==> src/rtl/pattern_recognizer.sv <==
// rtl/pattern_recognizer.sv - serial bit-pattern recognizer with loadable pattern and saturating match counter
module pattern_recognizer #(
  parameter int             N         = 4,
  parameter int             CNT_W     = 8,
  parameter logic [N-1:0]   RESET_PAT = 4'b1011
) (
  input  logic             clk,
  input  logic             reset,
  input  logic             x,
  input  logic             valid,
  input  logic [N-1:0]     pattern,
  input  logic             load,
  input  logic             overlap,
  output logic             z,
  output logic [CNT_W-1:0] count
);

  // fill counts accepted history bits up to N-1, so it never needs more than clog2(N) bits
  localparam int            FW        = $clog2(N);
  localparam logic [FW-1:0] FILL_FULL = FW'(N - 1);

  logic [N-1:0]     r_pat;
  logic [N-2:0]     r_hist;
  logic [FW-1:0]    r_fill;
  logic             r_z;
  logic [CNT_W-1:0] r_count;

  logic [N-1:0]     w_window;
  logic             w_match;
  logic             w_cnt_sat;

  // candidate window is the stored history with the incoming bit appended as the newest
  always_comb begin
    w_window  = {r_hist, x};
    w_match   = (r_fill == FILL_FULL) && (w_window == r_pat);
    w_cnt_sat = &r_count;
  end

  // load has priority over accept; idle cycles only drop the match pulse
  always_ff @(posedge clk or negedge reset) begin
    if (!reset) begin
      r_pat   <= RESET_PAT;
      r_hist  <= '0;
      r_fill  <= '0;
      r_z     <= 1'b0;
      r_count <= '0;
    end else if (load) begin
      r_pat   <= pattern;
      r_hist  <= '0;
      r_fill  <= '0;
      r_z     <= 1'b0;
      r_count <= '0;
    end else if (valid) begin
      r_hist <= w_window[N-2:0];
      if (w_match) begin
        r_z <= 1'b1;
        if (!w_cnt_sat) begin
          r_count <= r_count + 1'b1;
        end
        // non-overlapping mode discards the matched bits as a prefix for the next match
        r_fill <= overlap ? FILL_FULL : '0;
      end else begin
        r_z <= 1'b0;
        if (r_fill != FILL_FULL) begin
          r_fill <= r_fill + 1'b1;
        end
      end
    end else begin
      r_z <= 1'b0;
    end
  end

  assign z     = r_z;
  assign count = r_count;

endmodule

==> config.mk <==
export PLATFORM = sky130hd
export DESIGN_NAME = pattern_recognizer
export DESIGN_NICKNAME = d
export VERILOG_FILES = /design/src/rtl/pattern_recognizer.sv
export SDC_FILE = /design/constraint.sdc
export NUM_CORES = 1
export LEC_CHECK = 0
export CAP_MARGIN = 20
export CORE_UTILIZATION = 49
export DETAILED_ROUTE_END_ITERATION = 8
export GPL_ROUTABILITY_DRIVEN = 0
export GPL_TIMING_DRIVEN = 0
export PLACE_DENSITY = 0.79
export RECOVER_POWER = 25
export SYNTH_ARGS = -nofsm -noshare
export SYNTH_HDL_FRONTEND = slang
export SYNTH_SLANG_ARGS = --single-unit
==> constraint.sdc <==
create_clock -name clk -period 2.3 [get_ports clk]
set_input_delay 0.345 -clock clk [delete_from_list [all_inputs] [get_ports clk]]
set_output_delay 0.345 -clock clk [all_outputs]
set_load 0.1 [all_outputs]
Word-level counts from Yosys, hierarchy flattened
Cells that the tools add are included.
W data, S select, Z words.
{"block": "totals", "reg_bits": 18, "in_bits": 10, "output_inout_bits": 9, "elab_cells": 32}
{"block": "op_classes", "n_addsub": 2, "eq_ne": 4, "n_mux": 14, "reduce_logical": 7}
{"operator": "$mux W8", "count": 4}
{"operator": "$mux W2", "count": 5}
{"operator": "$add A8 B1 Y8 const B", "count": 1}
{"operator": "$reduce_and A8 Y1", "count": 1}
{"operator": "$mux W3", "count": 2}
{"operator": "$eq A4 B4 Y1", "count": 1}
{"operator": "$ne A2 B2 Y1 const B", "count": 2}
{"operator": "$reduce_bool A2 Y1", "count": 2}
{"operator": "$mux W1", "count": 3}
{"operator": "$reduce_and A3 Y1", "count": 1}
{"operator": "$reduce_bool A3 Y1", "count": 1}
{"operator": "$add A2 B1 Y2 const B", "count": 1}
{"operator": "$eq A2 B2 Y1 const B", "count": 1}
{"operator": "$reduce_and A2 Y1", "count": 1}
{"operator": "$logic_and A1 B1 Y1", "count": 1}

Longest topological paths before layout
{"block": "depth", "depth_word": 5, "depth_mapped": 6, "mapped_depth_nobuf": 6}

Worst setup path before layout
Ideal clock, no wire load.
{"block": "synth_path", "kind": "flip-flop to flip-flop", "start": "reg r_count[0] (netlist: count[0])", "end": "reg r_count[7] (netlist: count[7])", "setup_time_ns": 0.078, "arrival_ns": 2.191, "setup_slack_ns": 0.031, "stages_incl_launch_ff": 7, "path_buffers": 0, "cell_sequence": "dfrtp_1 ha_1 nand3_1 o2111a_1 nand2_4 or4_1 a21oi_1"}
{"block": "synth_via", "elab_chain_cells": 5}
{"item": "start: declaration", "line": "26", "text": "logic [CNT_W-1:0] r_count;"}
{"item": "start signal: assignment", "line": "58", "text": "r_count <= r_count + 1'b1;"}
{"item": "$add A8 B1 Y8", "line": "58"}
{"item": "$mux W8", "line": "57", "text": "if (!w_cnt_sat) begin"}
{"item": "$mux W8", "line": "55", "text": "if (w_match) begin"}
{"item": "$mux W8", "line": "53", "text": "end else if (valid) begin"}
{"item": "$mux W8", "line": "47", "text": "end else if (load) begin"}
Parallel ways exist; a longest one is shown, timed or not. The select of a mux whose other input is x is not followed.
A chain may end at the register's enable or synchronous reset.

Final worst setup path
{"block": "layout_path", "start": "reg r_count[7] (netlist: count[7])", "end": "out count[7]"}
{"item": "end: declaration", "line": "15", "text": "output logic [CNT_W-1:0] count"}
No word-level cell between the ends.

==> impl_metrics.json <==
{
  "clk_pin_slew_worst_paths_ps": 100,
  "max_freq_mhz": 447,
  "timing.rr.start": "count[0]",
  "clock_path_buffers": 2,
  "yosysUniqueCellTypes": 31,
  "path_delay_family": "buffers and inverters",
  "syn_nets": 98,
  "dr.first_iter.drc_count": 12,
  "status": "finished, final reports clean",
  "r2r_setup_slack_ps": 420,
  "fillers": 172,
  "clk-insertion-delay-late_ps": 290,
  "slowest_stage": "clkdlybuf4s50_1",
  "setup-violations-final": 0,
  "wirelength_um": 1800,
  "synth_cells": 86,
  "viasPerCell": 5.61,
  "synth_area_um2": 935,
  "synth.area.top_cells": "dfrtp_1 40%, dfstp_2 8.4%, mux2_2 4.8%, mux2i_1 4.3%, a21oi_1 3.7%",
  "rsz0062_at_grt": "no",
  "core_area_um2": 1760,
  "total_power_mw": 0.603,
  "worstPathArrival_ps": 1890,
  "drc": 0,
  "yosysTopAreaCellShare": 0.402,
  "max_stage_delay_ps": 1160,
  "layout-drive-gt1-share": 0.168,
  "worst_setup_path_start_kind": "flop",
  "hold_path_depth": 2,
  "slew-limit-headroom": 0.354,
  "r2r-end": "count[7]",
  "reg2regPathDepth": 6,
  "required_ps": 1960,
  "ios": 19,
  "cts_sinks": 18,
  "fin_nets": 120,
  "cp_max_fo": 5,
  "grt_pass1_vias": 688,
  "antenna_left": 0,
  "fin_skew_ps": 2.24,
  "grt_pass1_wl_um": 2950,
  "floorplan.initialDensity": 0.530,
  "ys_ff_latch": 18,
  "hold_path.class": "input pin to flop",
  "yosysSeqAreaShare": 0.486,
  "cts.hold.buffers_added": 0,
  "cts_made_buffers": 3,
  "worstMarginPinSlew_ps": 966,
  "area_delta_synth_final_pct": 25.7,
  "antenna_found_initial": 0,
  "slew_violations": 0,
  "p_leak_nw": 0.513,
  "io_buffers": 17,
  "path_cells": "clkdlybuf4s50_1",
  "grt_max_degree": 19,
  "endpoint": "count[7]",
  "powerDensity_nw_per_um2": 514,
  "path_buf_inv": 1,
  "vdd_ir_drop_max_uv": 414,
  "finalCritPeriodShare": 0.972,
  "period_minus_slack_ps": 2240,
  "critPathKind": "flop to output pin",
  "die_y_um": 45.7,
  "num_vias": 740,
  "gr-total-overflow": 0,
  "n_antenna_cell": 0,
  "die_area_um2": 2090,
  "cts_tree": "built",
  "yosys.area.top_type": "dfrtp_1",
  "fp-row-count": 15,
  "wl_per_cell_um": 13.6,
  "die_w_um": 45.7,
  "end_kind": "output pin",
  "cap_violations": 0,
  "post_synth.cell_area_avg_um2": 10.9,
  "grtUsageTotal": 0.204,
  "yosysWarningCount": 0,
  "htree_num_levels": 1,
  "finalHoldViolCount": 0,
  "finalSetupTns_ps": 0,
  "crit_start": "count[7]",
  "cts_root_buf": "clkbuf_4",
  "holdCritStartpoint": "load",
  "crit_cells": 1,
  "first_pass_iters": 4,
  "place_hpwl_um": 1300
}
timing repair:
item | CTS | global route
setup endpoints to repair | 0 | 1
buffers inserted | 0 | 0
gates resized for setup | 0 | 1
synth_stat cells (all sizes together):
library cell	number
a21boi	1
a21oi	7
a311oi	2
and3	2
buf	1
clkbuf	3
dfrtp	15
dfstp	3
ha	2
inv	1
mux2	5
mux2i	4
nand2	6
nand2b	2
nand3	4
nand4	1
nor2	6
nor2b	1
nor3	4
nor3b	1
o2111a	1
o21ai	2
o31ai	2
or3	2
or4	2
xnor2	2
xor2	4
report_power, final:
| part | leakage, nW | switching (mW) | internal, mW |
|---|---|---|---|
| registers | 0.237 | 0.00923 | 0.332 |
| clock network | 0.0210 | 0.0955 | 0.0963 |
| logic | 0.255 | 0.0346 | 0.0359 |
worst min-delay path by stage:
| stage | end |
|---|---|
| final | count[2] |
| after global routing | count[2] |
| after CTS | count[2] |
| after detailed placement | r_pat[2] |
| after global placement | r_pat[2] |
| after floorplan | count[0] |
final cells by class:
class / instances / area [um2] / share of cell area
sequential: 18 / 454 / 0.387
timing repair buffer: 17 / 173 / 0.147
multi-input combinational: 63 / 454 / 0.387
clock buffer: 4 / 36.3 / 0.0309
tap: 25 / 31.3 / 0.0266
buffer: 4 / 22.5 / 0.0192
inverter: 1 / 3.75 / 0.00319
flip-flops by register name (all words and copies together) (netlist names):
name and cells:
count 8, r_pat 4, r_hist 3, r_fill 2
z 1
cells in the final DEF, fill, tap and decap left out, types with 3 or more instances in the layout:
master and instances:
a21oi_1 7, nor2_1 6, mux2i_1 4, clkbuf_4 3
nand2_1 5, nand3_1 4, dfstp_2 3, clkdlybuf4s50_1 15
xor2_1 4, nor3_1 3, dfrtp_1 15, clkbuf_1 3
mux2_2 4
metrics by stage:
stage          worst slack, ps  std cells  hold WS, ps  utilization  cell area, um2
2_1_floorplan             31.0         86         49.4            -             935
3_3_place_gp               266        128          516        0.644            1140
3_5_place_dp               208        128          518        0.644            1140
4_1_cts                   38.0        132          469        0.665            1170
5_1_grt                   1.24        132          487        0.666            1170
6_report                  64.4        132          473        0.666            1170
routing by layer:
metal  routed length [um]  GRT usage
met3                   74     0.0397
met2                  907      0.326
met4                   21      0.109
met1                  795      0.258
met5                    0          0
cell families after synthesis:
logic type               count (synthesis)  synth area share
adder cells (fa/ha/maj)                  2            0.0268
buffers and inverters                    5            0.0281
AO/OA/AOI/OAI                           15             0.103
XOR/XNOR                                 6            0.0562
AND/OR/NAND/NOR                         31             0.193
flip-flops                              18             0.486
multiplexers                             9             0.107
Power figures use the tool's default switching activity.
